[src/rtl/clk_div_ctrl.sv]
// clk_div_ctrl: divides clk by a runtime-programmable ratio N (2..2^W-1)
// with 50% duty for both even and odd N. A new ratio is taken through a
// valid/ready handshake and is applied only at a period boundary, so the
// output never sees a truncated or stretched phase.
//
// state    | meaning
// ---------+------------------------------------------------------------
// IDLE     | output parked low, cnt held at 0, pending ratio applied now
// RUN      | dividing; ratio changes take effect at period boundaries
// STOPPING | en dropped; finish current period, then park in IDLE
module clk_div_ctrl #(
    parameter int W             = 4,
    parameter int DEFAULT_RATIO = 5
) (
    input  logic         clk,
    input  logic         rst,
    input  logic         en,
    input  logic         cfg_valid,
    input  logic [W-1:0] cfg_ratio,
    output logic         cfg_ready,
    output logic         cfg_err,
    output logic         clk_out,
    output logic         period_tick,
    output logic         busy
);

    typedef enum logic [1:0] {
        IDLE     = 2'd0,
        RUN      = 2'd1,
        STOPPING = 2'd2
    } state_t;

    localparam logic [W-1:0] DEF_N = W'(DEFAULT_RATIO);
    localparam logic [W-1:0] ONE   = W'(1);
    localparam logic [W-1:0] TWO   = W'(2);

    state_t       state, state_nxt;
    logic [W-1:0] cnt, cnt_nxt;
    logic [W-1:0] cur_n, cur_n_nxt;
    logic [W-1:0] pend_n, pend_n_nxt;
    logic [W-1:0] half_nxt;
    logic         pend, pend_nxt;
    logic         err_nxt;
    logic         q, q_nxt;
    logic         q_neg;
    logic         hs;
    logic         boundary;
    logic         apply;

    assign busy        = (state != IDLE);
    assign boundary    = busy && (cnt == (cur_n - ONE));
    assign period_tick = boundary;
    assign cfg_ready   = !pend;
    assign hs          = cfg_valid && !pend;
    // A pending ratio lands at a period boundary, or straight away when idle.
    assign apply       = pend && (!busy || boundary);

    // Odd N: the half-cycle-delayed copy trims the high phase to N/2 cycles.
    assign clk_out = cur_n[0] ? (q & q_neg) : q;

    // Next-state, counter, ratio bookkeeping and output-phase decode.
    always_comb begin
        state_nxt  = state;
        cnt_nxt    = cnt;
        cur_n_nxt  = cur_n;
        pend_n_nxt = pend_n;
        pend_nxt   = pend;
        err_nxt    = 1'b0;
        half_nxt   = '0;
        q_nxt      = 1'b0;

        case (state)
            IDLE:     if (en) state_nxt = RUN;
            RUN:      if (!en) state_nxt = STOPPING;
            STOPPING: begin
                if (en)            state_nxt = RUN;
                else if (boundary) state_nxt = IDLE;
            end
            default:  state_nxt = IDLE;
        endcase

        if (!busy || boundary) cnt_nxt = '0;
        else                   cnt_nxt = cnt + ONE;

        if (apply) begin
            cur_n_nxt = pend_n;
            pend_nxt  = 1'b0;
        end

        // Handshake uses the ratio seen this cycle; apply and hs are exclusive
        // because hs requires no ratio pending.
        if (hs) begin
            if (cfg_ratio < TWO) begin
                err_nxt = 1'b1;
            end else begin
                pend_n_nxt = cfg_ratio;
                pend_nxt   = 1'b1;
            end
        end

        // High while cnt < ceil(N/2) of the ratio in force after this edge.
        half_nxt = (cur_n_nxt >> 1) + {{(W-1){1'b0}}, cur_n_nxt[0]};
        q_nxt    = (state_nxt != IDLE) && (cnt_nxt < half_nxt);
    end

    // State, counter and configuration registers.
    always_ff @(posedge clk or negedge rst) begin
        if (!rst) begin
            state   <= IDLE;
            cnt     <= '0;
            cur_n   <= DEF_N;
            pend_n  <= DEF_N;
            pend    <= 1'b0;
            cfg_err <= 1'b0;
            q       <= 1'b0;
        end else begin
            state   <= state_nxt;
            cnt     <= cnt_nxt;
            cur_n   <= cur_n_nxt;
            pend_n  <= pend_n_nxt;
            pend    <= pend_nxt;
            cfg_err <= err_nxt;
            q       <= q_nxt;
        end
    end

    // Negedge copy of the phase register, used only for odd ratios.
    always_ff @(negedge clk or negedge rst) begin
        if (!rst) q_neg <= 1'b0;
        else      q_neg <= q;
    end

endmodule

[config.mk]
export PLATFORM = sky130hd
export DESIGN_NAME = clk_div_ctrl
export DESIGN_NICKNAME = d
export VERILOG_FILES = /design/src/rtl/clk_div_ctrl.sv
export SDC_FILE = /design/constraint.sdc
export NUM_CORES = 1
export LEC_CHECK = 0
export ABC_AREA = 1
export CAP_MARGIN = 20
export CORE_ASPECT_RATIO = 1.2
export CORE_MARGIN = 5
export CORE_UTILIZATION = 47
export DETAILED_ROUTE_END_ITERATION = 10
export PLACE_DENSITY = 0.7
export SLEW_MARGIN = 30
export SYNTH_ARGS = -nofsm -noshare
export SYNTH_HDL_FRONTEND = slang
export SYNTH_SLANG_ARGS = --single-unit
[constraint.sdc]
create_clock -name clk -period 3.8 [get_ports clk]
set_clock_uncertainty 0.2 [all_clocks]
set_input_delay 0.38 -clock clk [delete_from_list [all_inputs] [get_ports clk]]
set_output_delay 0.38 -clock clk [all_outputs]
set_load 0.02 [all_outputs]
==> impl_metrics.env, run 1 <==
export IMPL_grt_usage_pct=13.5
export IMPL_core_area_sq_um=2030
export IMPL_ff2ff_path_depth=17
export IMPL_synthCells=112
export IMPL_criticalPathCategory="flop to output port"
export IMPL_ir_drop_v=0.000441
export IMPL_power_leakage_nw=0.626
export IMPL_cts_sinks=18
export IMPL_cts_setup_buffers=0
export IMPL_startpoint="q_neg$_DFF_NN0_"
export IMPL_fin_nets=145
export IMPL_hold_viol_final=0
export IMPL_worst_setup_path_end_kind="output port"
export IMPL_worstPathCellList="o21a_1 > dlygate4sd2_1"
export IMPL_rsz0062_at_grt="no"
export IMPL_tns_ns=0
export IMPL_worstReg2RegStart="cur_n[0]$_DFF_PN1_"
export IMPL_setup_viol=0
export IMPL_grt_overflow_total=0
export IMPL_synth_seq_cells=18
export IMPL_crit_arrival_ns=3.02
export IMPL_synth_warnings=0
export IMPL_gp_congestion=0.729
export IMPL_htreeDepth=1
export IMPL_vias_per_cell=4.67
export IMPL_multi_input_area_sq_um=457
export IMPL_final_common_cell="nand2_1"
export IMPL_syn2layout_area_growth_pct=19.0
export IMPL_synth_top_cell_by_area="dfrtp_1"
export IMPL_max_stage_delay_ns=0.39
export IMPL_start_util_pct=48.7
export IMPL_synth_area_leaders="dfrtp_1, dfstp_2, nand2_1"
export IMPL_drt_iter0_drc=8
export IMPL_place_port_buffers=12
export IMPL_yosysUniqueCellTypes=21
export IMPL_row_count=18
export IMPL_antenna_found_initial=0
export IMPL_dpl_instance_area_sq_um=1140
export IMPL_r2r_slack_ns=0.66
export IMPL_drive_above_1_share_pct=17.8
export IMPL_routedWlPerCell_um=11.2
export IMPL_clock_path_buffers=2
export IMPL_syn_area_sq_um=987
export IMPL_final_cell_mix="nand2_1, inv_1, dfrtp_1"
export IMPL_path_buf_inv=1
export IMPL_clk_latency_ns=0.30
export IMPL_cp_required_ns=3.22
export IMPL_finalMaxSlewViolations=0
export IMPL_avgSynthCellArea_sq_um=8.81
export IMPL_clk_pin_slew_ns=0.10
export IMPL_min_path_type="input port to asynchronous set/reset pin"
export IMPL_status="complete, no violations"
export IMPL_clock_root_buffer="clkbuf_4"
export IMPL_register_area_sq_um=455
export IMPL_syn_nets=127
export IMPL_dieArea_sq_um=3120
export IMPL_final_antenna_net_count=0
export IMPL_slowest_stage="dfrtn_1"
export IMPL_numCtsBuffers=3
export IMPL_max_cap_violations=0
export IMPL_grt_pass1_vias=733
export IMPL_diodes=0
export IMPL_slew_headroom_pct=82.7
export IMPL_die_y_um=60.2
export IMPL_drc=0
export IMPL_grt_first_pass_wirelength_mm=3.05
export IMPL_final_cell_area_sq_um=1170
export IMPL_grt_max_degree=18
export IMPL_cts_tree="done"
export IMPL_dp_hpwl_mm=1.37
export IMPL_cp_top_family="flip-flops"
export IMPL_die_w_um=51.8
export IMPL_drtPass1Iterations=2
export IMPL_synth_top_cell_area_share_pct=33.0
export IMPL_r2r_end="q$_DFF_PN0_"
export IMPL_cp_start_kind="flop"
export IMPL_vias=696
export IMPL_io_pin_count=13
export IMPL_tightest_slew_ns=0.259
export IMPL_crit_fanout=1
export IMPL_powerDensity_nw_per_um2=860
export IMPL_ys_seq_area_share_pct=46.1
export IMPL_routed_wirelength_mm=1.67
export IMPL_n_fill_cell=188
==> what timing repair did <==
action | CTS | global route
resized for setup | 1 | 0
hold buffers | 0 | 0
setup endpoints to repair | 1 | 0
==> per-stage QoR <==
stage | worst slack, ns | power, mW | util (%) | hold WS, ns | std cells
floorplan | 0.733 | 0.768 | - | -0.116 | 112
global placement | 0.251 | 0.887 | 56.2 | 0.277 | 145
detailed placement | 0.241 | 0.911 | 56.2 | 0.286 | 145
CTS | 0.183 | 1.03 | 58.0 | 0.246 | 149
global route | 0.137 | 1.13 | 58.0 | 0.263 | 149
finish | 0.202 | 1.01 | 58.0 | 0.243 | 149
==> sequential cells by signal, indices dropped and copies added, names as in the netlist <==
signal   count
cnt          4
cfg_err      1
pend         1
cur_n        4
q            1
q_neg        1
state        2
pend_n       4
==> cell families after synthesis <==
group | Yosys count | share of synthesized area [%]
adders and majority gates | 7 | 8.87
and+or+nand+nor | 49 | 24.0
muxes | 1 | 1.14
DFF | 18 | 46.1
buffers and inverters | 20 | 7.60
xor gates and xnor gates | 6 | 6.08
AOI/OAI and AO/OA | 11 | 6.21
==> where the power goes <==
part | total [mW] | switching [mW] | leakage, nW | internal, mW
sequential | 0.345 | 0.0573 | 0.218 | 0.287
combinational | 0.547 | 0.314 | 0.387 | 0.233
clock | 0.118 | 0.0598 | 0.0210 | 0.0585
total | 1.01 | 0.431 | 0.626 | 0.579
==> cell usage after synthesis (all sizes together) <==
master / count
dfrtn: 1
mux2: 1
nor2: 10
inv: 20
o21a: 1
xnor2: 3
ha: 7
dfstp: 4
dfrtp: 13
xor2: 3
nand3: 8
o21ai: 4
nand2: 31
a21oi: 6
==> per-layer routing <==
| metal | part of all wire, % | vias up | track usage, % |
|---|---|---|---|
| met3 | 2.5 | 4 | 1.50 |
| met1 | 44 | 303 | 15.1 |
| li1 | - | 379 | - |
| met5 | 0 | - | 0 |
| met2 | 51 | 10 | 24.2 |
| met4 | 2.2 | 0 | 7.87 |
==> layout make-up <==
type / count / share of cell area [%]
multi-input cells: 74 / 38.9
flip-flops and latches: 18 / 38.8
repair buffers: 13 / 10.8
inverters: 20 / 6.39
clock buffers: 4 / 3.09
well taps: 20 / 2.13
==> worst max-delay path by stage <==
stage,to,slack (ns),depth (start not counted)
after detailed placement,clk_out,0.24,2
after floorplan,clk_out,0.73,1
after global placement,clk_out,0.25,2
after CTS,clk_out,0.18,2
after global routing,clk_out,0.14,2
final,clk_out,0.20,2
==> worst reg2reg max path, stage by stage, from the launching register on <==
cell and delay (ns):
dfstp_2 0.56, inv_2 0.07, ha_1 0.31, xor2_1 0.13, nand2_1 0.08, nor2_2 0.15
nand2_4 0.08, nand2_4 0.11, nand2_4 0.09, nor2_1 0.10, a21oi_1 0.07, ha_1 0.24
ha_1 0.23, xnor2_2 0.14, ha_1 0.18, a21oi_1 0.14, nand2_1 0.06, a21oi_1 0.14
Note: power is estimated with default switching activity, not from simulation.
==> run 2, diff against run 1 <==
==> constraint.sdc (replaced) <==
create_clock -name clk -period 3.6 [get_ports clk]
set_clock_uncertainty 0.2 [all_clocks]
set_input_delay 0.36 -clock clk [delete_from_list [all_inputs] [get_ports clk]]
set_output_delay 0.36 -clock clk [all_outputs]
set_load 0.02 [all_outputs]
==> run 2 against run 1 <==
Net effect: sequential power grew 5.8%; cell area did not move; non-clock buffer count stayed put; combinational power rose by 6.2%; cell count unchanged; via count down 0.29%; critical path depth unchanged; setup slack got worse by 0.077 ns; clock power rose by 6%; routed wire length rose by 1.7%; largest cell class unchanged.
==> impl_metrics.env, run 2 (same netlist as run 1, synthesis figures left out) <==
export IMPL_status="complete, no violations"
export IMPL_startpoint="q_neg$_DFF_NN0_"
export IMPL_row_count=18
export IMPL_setup_viol=0
export IMPL_drt_iter0_drc=10
export IMPL_routed_wirelength_mm=1.70
export IMPL_fin_nets=145
export IMPL_cts_tree="done"
export IMPL_slew_headroom_pct=82.3
export IMPL_final_common_cell="nand2_1"
export IMPL_hold_viol_final=0
export IMPL_clock_root_buffer="clkbuf_4"
export IMPL_core_area_sq_um=2030
export IMPL_place_port_buffers=12
export IMPL_holdBufCountCts=0
export IMPL_grt_pass1_vias=717
export IMPL_drtPass1Iterations=4
export IMPL_antenna_found_initial=0
export IMPL_tightest_slew_ns=0.265
export IMPL_dp_hpwl_mm=1.39
export IMPL_final_cell_mix="nand2_1, inv_1, dfrtp_1"
export IMPL_vias=694
export IMPL_place_ws_ns=0.161
export IMPL_max_cap_violations=0
export IMPL_largestRegisters="cnt (4), cur_n (4), pend_n (4)"
export IMPL_htreeDepth=1
export IMPL_io_pin_count=13
export IMPL_grt_max_degree=18
export IMPL_n_fill_cell=186
export IMPL_rsz0062_at_grt="no"
export IMPL_grt_usage_pct=13.2
export IMPL_drc=0
export IMPL_crit_arrival_ns=2.91
export IMPL_drive_above_1_share_pct=17.8
export IMPL_diodes=0
export IMPL_cp_required_ns=3.04
export IMPL_dpl_instance_area_sq_um=1140
export IMPL_die_y_um=60.2
export IMPL_clock_path_buffers=2
export IMPL_ff2ff_path_depth=17
export IMPL_clk_pin_slew_ns=0.11
export IMPL_routedWlPerCell_um=11.4
export IMPL_powerDensity_nw_per_um2=912
export IMPL_finalMaxSlewViolations=0
export IMPL_worst_setup_path_end_kind="output port"
export IMPL_r2r_slack_ns=0.46
export IMPL_final_antenna_net_count=0
export IMPL_power_leakage_nw=0.626
export IMPL_vias_per_cell=4.66
export IMPL_syn2layout_area_growth_pct=19.0
export IMPL_gp_congestion=0.729
export IMPL_worstReg2RegStart="cur_n[0]$_DFF_PN1_"
export IMPL_ir_drop_v=0.000494
export IMPL_criticalPathCategory="flop to output port"
export IMPL_r2r_end="q$_DFF_PN0_"
export IMPL_fin_ws_ns=0.125
export IMPL_grt_first_pass_wirelength_mm=3.08
export IMPL_die_w_um=51.8
export IMPL_min_path_type="input port to asynchronous set/reset pin"
export IMPL_dieArea_sq_um=3120
export IMPL_start_util_pct=48.7
export IMPL_final_cell_area_sq_um=1170
export IMPL_grt_overflow_total=0
export IMPL_clk_latency_ns=0.29
export IMPL_cp_start_kind="flop"
export IMPL_crit_fanout=1
export IMPL_tns_ns=0
export IMPL_cts_sinks=18
export IMPL_numCtsBuffers=3
[run 2: power breakdown]
part / total, mW / switching [mW] / internal [mW]
logic: 0.581 / 0.333 / 0.248
clock network: 0.125 / 0.0636 / 0.0616
registers: 0.365 / 0.0620 / 0.303
total: 1.07 / 0.458 / 0.613
[run 2: worst max-delay path, stage by stage, from the launching register on]
cell           delay (ns)
dfrtn_1              0.40
o21a_1               0.11
dlygate4sd2_1        0.32
[run 2: final cells by class]
cell class                      count  area, sq um  share of cell area, %
Multi-Input combinational cell     74          457                   38.9
Timing Repair Buffer               13          126                   10.8
Tap cell                           20         25.0                   2.13
Clock buffer                        4         36.3                   3.09
Sequential cell                    18          455                   38.8
Inverter                           20         75.1                   6.39
[run 2: how the worst max path moves through the flow]
stage | slack (ns) | end | cells after the start
after floorplan | 0.65 | clk_out | 1
after global placement | 0.17 | clk_out | 2
after detailed placement | 0.16 | clk_out | 2
after CTS | 0.11 | clk_out | 2
after global routing | 0.06 | clk_out | 2
final | 0.13 | clk_out | 2
[run 2: through the flow]
stage | hold WS, ns | power, mW | utilization [%] | std cells
floorplan | -0.136 | 0.810 | - | 112
global placement | 0.277 | 0.937 | 56.2 | 145
detailed placement | 0.283 | 0.961 | 56.2 | 145
CTS | 0.233 | 1.08 | 58.0 | 149
global route | 0.247 | 1.19 | 58.0 | 149
finish | 0.229 | 1.07 | 58.0 | 149
[run 2: per-layer routing]
metal  vias up  track usage [%]  part of all wire [%]
li1        382                -                     -
met1       301             15.7                    46
met2         9             23.9                    50
met3         2             2.00                   3.4
met4         0             4.49                  0.94
met5         -                0                     0
[run 2: what timing repair did]
action / 4_1_cts / 5_1_grt
gates resized for setup: 1 / 0
setup endpoints to repair: 1 / 0
buffers inserted: 0 / 0
